File: src/rtl/rv_pipe_pkg.sv
// Shared types for the pipeline memory-port arbiter: FSM state, grant owner, fixed word func3.
package rv_pipe_pkg;

  typedef enum logic {ARB_IDLE, ARB_BUSY} arb_state_t;
  typedef enum logic {GNT_IF, GNT_DM} grant_t;

  localparam logic [2:0] F3_WORD = 3'b010;
  // Latency counter width; MEM_LAT must fit (1..15)
  localparam int unsigned CNT_W = 4;

endpackage

File: src/rtl/arb_pick.sv
// Combinational winner select between fetch and data requesters.
// ARB_RR_EN selects round-robin on contention; otherwise data always wins.
module arb_pick
  import rv_pipe_pkg::*;
(
  input  logic   if_req,
  input  logic   dm_req,
  input  grant_t last_gnt,
  output grant_t win
);

`ifdef ARB_RR_EN
  always_comb begin
    win = dm_req ? GNT_DM : GNT_IF;
    if (if_req && dm_req) begin
      win = (last_gnt == GNT_DM) ? GNT_IF : GNT_DM;
    end
  end
`else
  // Fetch wins only by absence of a data request, so if_req/last_gnt carry no information here
  logic unused_pick_in;
  assign unused_pick_in = ^{if_req, last_gnt};
  assign win = dm_req ? GNT_DM : GNT_IF;
`endif

endmodule

File: src/rtl/mem_port_arbiter.sv
// Shares one fixed-latency single-port RAM between fetch and memory stage, one access in flight.
// Optional ARB_RR_EN: round-robin on contention (adds last_gnt register).
module mem_port_arbiter
  import rv_pipe_pkg::*;
#(
  parameter int unsigned WD      = 32,
  parameter int unsigned AW      = 32,
  parameter int unsigned MEM_LAT = 2
) (
  input  logic          clk,
  input  logic          rst,
  input  logic          if_req,
  input  logic [AW-1:0] if_addr,
  output logic          if_gnt,
  output logic          if_rvalid,
  output logic [WD-1:0] if_rdata,
  input  logic          dm_req,
  input  logic          dm_we,
  input  logic [AW-1:0] dm_addr,
  input  logic [WD-1:0] dm_wdata,
  input  logic [2:0]    dm_func3,
  output logic          dm_gnt,
  output logic          dm_rvalid,
  output logic [WD-1:0] dm_rdata,
  output logic          mem_en,
  output logic          mem_we,
  output logic [AW-1:0] mem_addr,
  output logic [WD-1:0] mem_wdata,
  output logic [2:0]    mem_func3,
  input  logic [WD-1:0] mem_rdata,
  output logic          stall_f,
  output logic          stall_m
);

  localparam logic [CNT_W-1:0] LAT = CNT_W'(MEM_LAT);

  arb_state_t       state_q, state_d;
  logic [CNT_W-1:0] cnt_q, cnt_d;
  grant_t           owner_q, owner_d;
  logic             store_q, store_d;
  logic [AW-1:0]    addr_q;
  logic [WD-1:0]    wdata_q;
  logic [2:0]       func3_q;

  grant_t pick;
  grant_t last_gnt;
  logic   grant;
  logic   done;

  arb_pick u_pick (
    .if_req   (if_req),
    .dm_req   (dm_req),
    .last_gnt (last_gnt),
    .win      (pick)
  );

  // rst gates the grant so nothing is strobed while reset is held
  assign grant = rst && (state_q == ARB_IDLE) && (if_req || dm_req);
  assign done  = (state_q == ARB_BUSY) && (cnt_q == CNT_W'(1));

  always_comb begin
    state_d = state_q;
    cnt_d   = cnt_q;
    owner_d = owner_q;
    store_d = store_q;
    unique case (state_q)
      ARB_IDLE: begin
        if (grant) begin
          state_d = ARB_BUSY;
          cnt_d   = LAT;
          owner_d = pick;
          store_d = (pick == GNT_DM) && dm_we;
        end
      end
      ARB_BUSY: begin
        cnt_d = cnt_q - CNT_W'(1);
        if (done) begin
          state_d = ARB_IDLE;
        end
      end
      default: state_d = ARB_IDLE;
    endcase
  end

  always_ff @(posedge clk or negedge rst) begin
    if (!rst) begin
      state_q <= ARB_IDLE;
      cnt_q   <= '0;
      owner_q <= GNT_IF;
      store_q <= 1'b0;
    end else begin
      state_q <= state_d;
      cnt_q   <= cnt_d;
      owner_q <= owner_d;
      store_q <= store_d;
    end
  end

`ifdef ARB_RR_EN
  grant_t last_gnt_q;

  always_ff @(posedge clk or negedge rst) begin
    if (!rst) begin
      last_gnt_q <= GNT_IF;
    end else if (grant) begin
      last_gnt_q <= pick;
    end
  end

  assign last_gnt = last_gnt_q;
`else
  assign last_gnt = GNT_IF;
`endif

  // RAM address/data follow the winner in the grant cycle and hold afterwards
  always_comb begin
    mem_addr  = addr_q;
    mem_wdata = wdata_q;
    mem_func3 = func3_q;
    if (grant) begin
      if (pick == GNT_DM) begin
        mem_addr  = dm_addr;
        mem_wdata = dm_wdata;
        mem_func3 = dm_func3;
      end else begin
        mem_addr  = if_addr;
        mem_wdata = '0;
        mem_func3 = F3_WORD;
      end
    end
  end

  always_ff @(posedge clk or negedge rst) begin
    if (!rst) begin
      addr_q  <= '0;
      wdata_q <= '0;
      func3_q <= '0;
    end else if (grant) begin
      addr_q  <= mem_addr;
      wdata_q <= mem_wdata;
      func3_q <= mem_func3;
    end
  end

  assign mem_en    = grant;
  assign mem_we    = grant && (pick == GNT_DM) && dm_we;
  assign if_gnt    = grant && (pick == GNT_IF);
  assign dm_gnt    = grant && (pick == GNT_DM);
  assign if_rvalid = done && (owner_q == GNT_IF);
  assign dm_rvalid = done && (owner_q == GNT_DM);
  assign if_rdata  = if_rvalid ? mem_rdata : '0;
  assign dm_rdata  = (dm_rvalid && !store_q) ? mem_rdata : '0;

  assign stall_m = rst && dm_req && !dm_rvalid;
  assign stall_f = rst && ((if_req && !if_rvalid) || stall_m);

  // Requesters must hold req until their rvalid
  a_if_hold : assert property (@(posedge clk) disable iff (!rst)
    (state_q == ARB_BUSY && owner_q == GNT_IF) |-> if_req);
  a_dm_hold : assert property (@(posedge clk) disable iff (!rst)
    (state_q == ARB_BUSY && owner_q == GNT_DM) |-> dm_req);

endmodule

File: config.mk
export PLATFORM = sky130hd
export DESIGN_NAME = mem_port_arbiter
export DESIGN_NICKNAME = d
export VERILOG_FILES = /design/src/rtl/rv_pipe_pkg.sv /design/src/rtl/arb_pick.sv /design/src/rtl/mem_port_arbiter.sv
export SDC_FILE = /design/constraint.sdc
export NUM_CORES = 1
export LEC_CHECK = 0
export CAP_MARGIN = 20
export CORE_AREA = 2 2 106 108
export DETAILED_ROUTE_END_ITERATION = 7
export DIE_AREA = 0 0 108 110
export HOLD_SLACK_MARGIN = 0.15
export PLACE_DENSITY = 0.92
export RECOVER_POWER = 50
export SYNTH_ARGS = -nofsm -noshare
export SYNTH_HDL_FRONTEND = slang
export SYNTH_SLANG_ARGS = --single-unit
File: constraint.sdc
create_clock -name clk -period 2.98 [get_ports clk]
set_input_delay 0.596 -clock clk [delete_from_list [all_inputs] [get_ports clk]]
set_output_delay 0.596 -clock clk [all_outputs]
set_load 0.05 [all_outputs]
# Word-level counts from Yosys, hierarchy flattened
# Cells that the tools add are included.
dict set report classes {
  n_shift 0
  n_bitwise 3
  reduce_logical 20
  n_div 0
  mul 0
  mux 14
  addsub 1
  eq_ne 2
  order_cmp 0
}
# op count
set op_table {}
lappend op_table {{2-to-1 mux 32 bit} 6}
lappend op_table {{logical AND 1 bit} 14}
lappend op_table {{one-hot mux 4 bit (2 select lines)} 1}
lappend op_table {{2-to-1 mux 3 bit} 2}
lappend op_table {{== test 4 x 1 -> 1 bit (second input constant)} 1}
lappend op_table {{2-to-1 mux 4 bit} 1}
lappend op_table {{subtractor 4 x 1 -> 4 bit (second input constant)} 1}
lappend op_table {{logical NOT 1 bit} 3}
lappend op_table {{2-to-1 mux 1 bit} 3}
lappend op_table {{inverter 1 bit} 3}
lappend op_table {{logical OR 1 bit} 2}
lappend op_table {{!= test 2 bit (second input constant)} 1}
lappend op_table {{one-hot mux 1 bit (2 select lines)} 1}
lappend op_table {{AND reduction 2 bit} 1}
dict set report totals {
  rom_bits 0
  input_bits 136
  word_cells 47
  n_memories 0
  mem_bits_rw 0
  regBits 74
  latchBits 0
}

# Logic depth before layout (Yosys ltp)
dict set report logic_depth {
  depth_word 7
  ltp_mapped 7
}

# Hierarchy
# From an unflattened synthesis, not the netlist that was laid out.
dict set report unflattened {
  hier_cells 440
  hier_area_um2 4770.8
}
# mod n_inst area_per_inst_um2 seq_area_each_um2 cells_each
set modules_own_cells {}
lappend modules_own_cells {mem_port_arbiter 1 4763.3 1851.8 439}
lappend modules_own_cells {arb_pick 1 7.5 0.0 1}

# Worst setup path before layout
# OpenSTA, ideal clock, no wires.
dict set report synth_path {
  path_kind {input port to output port}
  from {in dm_req}
  to {out mem_wdata[23]}
  arrival_ns 2.375
  path_stages 5
  path_slack_ns 0.009
  cell_sequence {buf_2 > nand2_1 > nor2_1 > clkbuf_1 > a22o_1}
}
dict set report synth_between {
  elab_chain_cells 3
  word_cells_on_any_way 5
  cone_classes {mux (3); reduce/logical (2)}
}
# element line_no
set synth_lines {}
lappend synth_lines {{start, declared} mem_port_arbiter.sv:17} ;# input logic dm_req,
lappend synth_lines {{2-to-1 mux 1 bit / logical OR 1 bit (equally long branches)} {arb_pick.sv:23, mem_port_arbiter.sv:58}}
lappend synth_lines {{2-to-1 mux 32 bit / logical AND 1 bit (equally long branches)} {mem_port_arbiter.sv:121, mem_port_arbiter.sv:58}}
lappend synth_lines {{2-to-1 mux 32 bit *} mem_port_arbiter.sv:120} ;# if (grant) begin
lappend synth_lines {{end, declared} mem_port_arbiter.sv:28} ;# output logic [WD-1:0] mem_wdata,
# Mark *: on every way between the ends. The rest lies on a longest branch, timed or not.

# Final worst setup path
dict set report layout_path {
  from {in dm_req}
  to {out mem_wdata[14]}
}
# The elaborated chain is that of the path after synthesis.

==> impl_metrics.json <==
{
  "cap_violations": 1,
  "synthSimpleGateAreaFrac": 0.185,
  "place.gp.congestion": 0.930,
  "syn_inst": 389,
  "synth_most_common_cell": "dfrtp_1",
  "cts_hold_repair.buffers": 0,
  "netlist.area_leader.share": 0.440,
  "finalWirelength_um": 16000,
  "worst_slew_pin_slew_ns": 2.14,
  "antenna_found_initial": 0,
  "tns_ns": 0,
  "syn-cell-area_sq_um": 4210,
  "drc_errors": 0,
  "fin_area_sq_um": 7850,
  "yosys.area_share.adder": 0.00595,
  "hold_viol_final": 0,
  "gr-usage-met3": 0.0800,
  "hpwl_um": 12000,
  "async_flop_share": 1.00,
  "drt-pass1-iter-count": 5,
  "wl_per_cell_um": 20.3,
  "setup_viol": 0,
  "synth.avg_cell_area_sq_um": 10.8,
  "yosysWarnings": 0,
  "numCtsBuffers": 9,
  "yosys-top-cells-count": "74 x dfrtp_1, 69 x a22o_1, 65 x and2_1",
  "fin_skew_ns": 0.00841,
  "slew_headroom": -0.428,
  "startpoint_type": "input port",
  "cpPeakStageDelay_ns": 0.53,
  "cp.arrival_ns": 2.30,
  "htreeDepth": 3,
  "io_buffers": 274,
  "use_met2": 0.473,
  "yosysSeqAreaShare": 0.440,
  "met1_usage": 0.295,
  "final_layout_size_suffix_gt1_frac": 0.270,
  "cts-root-buf": "clkbuf_8",
  "syn2layout_area_growth_pct": 86.8,
  "cp_slowest_cell": "clkdlybuf4s50_1",
  "grt-ovfl-total": 0,
  "clk_pin_slew_ns": 0.09,
  "fp.dieH_um": 110,
  "worstPathCellList": "clkdlybuf4s50_1 > nor2_1 > or2_4 > buf_12 > buf_12 > a22o_1 > buf_4",
  "synth_top_family_by_area": "compound AO/OA/AOI/OAI gates",
  "n_fill_cell": 738,
  "worst-endpoint-required_ns": 2.38,
  "cts_buffer_depth": 2,
  "synth-edff-count": 0,
  "die_x_um": 108,
  "cts_tree": "built",
  "synth.top_cells.by_area": "dfrtp_1 44%, a221o_1 15%, a22o_1 14%, and2_1 9.7%, nor4b_1 6.7%",
  "yosysTopAreaCell": "dfrtp_1",
  "coreArea_sq_um": 10700,
  "placed_area_sq_um": 7630,
  "crit_buf_inv": 4,
  "synth_compound_area_frac": 0.310,
  "endpoint_kind": "output pin",
  "finalCritPeriodShare": 0.972,
  "p_leak_uw": 0.00341,
  "grt_pass1_wl_um": 24100,
  "violations": "capacitance limit, slew limit",
  "drt_iter0_drc": 451,
  "critPathKind": "input port to output pin",
  "crit_start": "dm_req",
  "row_count": 38,
  "outcome": "finished with violations",
  "ys_ff_latch": 74,
  "grt-busiest-layer": "met2",
  "crit_fanout": 43,
  "synth_xor_area_frac": 0.00417,
  "cp_top_family": "buffers and inverters",
  "synth_cell_types": 23,
  "r2r-start": "state_q",
  "slew_viol_final": 42,
  "io_pins": 275,
  "grt_max_degree": 72,
  "cellPowerDensity_nw_per_um2": 1040,
  "grt_pass1_vias": 4575,
  "synth_ff_type": "dfrtp_1",
  "vias_per_cell": 5.79,
  "min_path_type": "input port to asynchronous set/reset pin",
  "synth_mux_area_frac": 0.00238,
  "antenna_left": 0,
  "vias": 4558,
  "utilization": 0.734,
  "syn-num-nets": 527,
  "nets": 780,
  "fin_crit_ns": 2.90,
  "grt_usage": 0.261,
  "start_util": 0.393,
  "n_antenna_cell": 0,
  "clk_latency_ns": 0.34,
  "ir_drop_v": 0.000691,
  "cp_common_cell": "buf_12",
  "clock_sinks": 74,
  "rsz0062_at_grt": "no",
  "fmax_ghz": 0.345,
  "dieArea_sq_um": 11900
}
[through the flow]
stage	total power (uW)	setup slack (ns)	hold WS, ns	instances
6_report	8130	0.0820	0.329	787
5_1_grt	8460	0.00208	0.357	787
4_1_cts	8170	0.0385	0.324	787
3_5_place_dp	7310	0.0563	0.494	771
3_3_place_gp	7160	0.143	0.480	771
2_1_floorplan	5080	0.00874	0.300	389
[kinds of logic (layout without fill, tap and decap cells)]
group,Yosys count,in the layout
xor+xnor,2,2
compound gates,141,141
mux,1,1
buf+inv,52,310
simple gates,117,117
flops,74,74
fa+ha+maj,2,2
[flip-flops by register name, summed over array words and instances, names as in the netlist]
register	cells
wdata_q	32
func3_q	3
store_q	1
addr_q	32
state_q	1
owner_q	1
cnt_q	4
[placed cells by master (no fill, tap or decap), types with 2 or more instances in the layout]
cell type | synthesis | layout
o22ai_1 | 2 | 2
inv_8 | 0 | 2
clkinvlp_4 | 0 | 2
nand2_1 | 5 | 4
buf_12 | 0 | 74
o21ai_0 | 2 | 2
clkbuf_1 | 28 | 2
nor4b_2 | 0 | 3
and2_1 | 65 | 65
clkdlybuf4s50_1 | 0 | 134
inv_1 | 5 | 5
o32a_1 | 2 | 2
buf_4 | 0 | 78
dfrtp_1 | 74 | 74
ha_1 | 2 | 2
inv_6 | 0 | 2
nand2b_1 | 2 | 2
nor4b_1 | 32 | 29
nor2_1 | 9 | 8
a221o_1 | 64 | 64
a22o_1 | 69 | 69
clkbuf_8 | 0 | 9
[power breakdown]
part           switching, uW  leakage [uW]  internal (uW)
clock                    423      0.000100            404
combinational           3090       0.00239           2400
sequential               324      0.000929           1500
[worst reg2reg max path, cell delays in order (launching register included)]
cell	delay (ns)
dfrtp_1	0.50
nand2b_1	0.23
or2_4	0.29
buf_12	0.17
inv_1	0.09
clkbuf_1	0.31
o21ai_0	0.16
[worst paths after layout]
check / to / slack (ns) / cells after the start
max: mem_wdata[14] / 0.08 / 7
min reg2reg: wdata_q[20] / 0.51 / 1
max reg2reg: cnt_q[0] / 1.12 / 6
max in group asynchronous: wdata_q[16] / 0.75 / 2
min in group clk: wdata_q[20] / 0.51 / 1
min: addr_q[22] / 0.33 / 2
[per-layer routing]
metal | routed length [um] | share of wire
met1 | 6020 | 0.38
met2 | 8180 | 0.51
met3 | 1340 | 0.083
met4 | 476 | 0.030
met5 | 0 | 0
[repair_timing]
item / 4_1_cts / 5_1_grt
resized for setup: 0 / 5
setup endpoints to repair: 0 / 6
setup buffers: 0 / 0
[cell type report]
class	count	area, sq um	area share
repair buffers	289	3430	0.437
multi-input cells	263	2170	0.276
flip-flops and latches	74	1850	0.236
well taps	140	175	0.0223
clock buffers	9	124	0.0158
clock inverters	7	85.1	0.0108
inverters	5	18.8	0.00239
(Power assumes the default switching activity.)
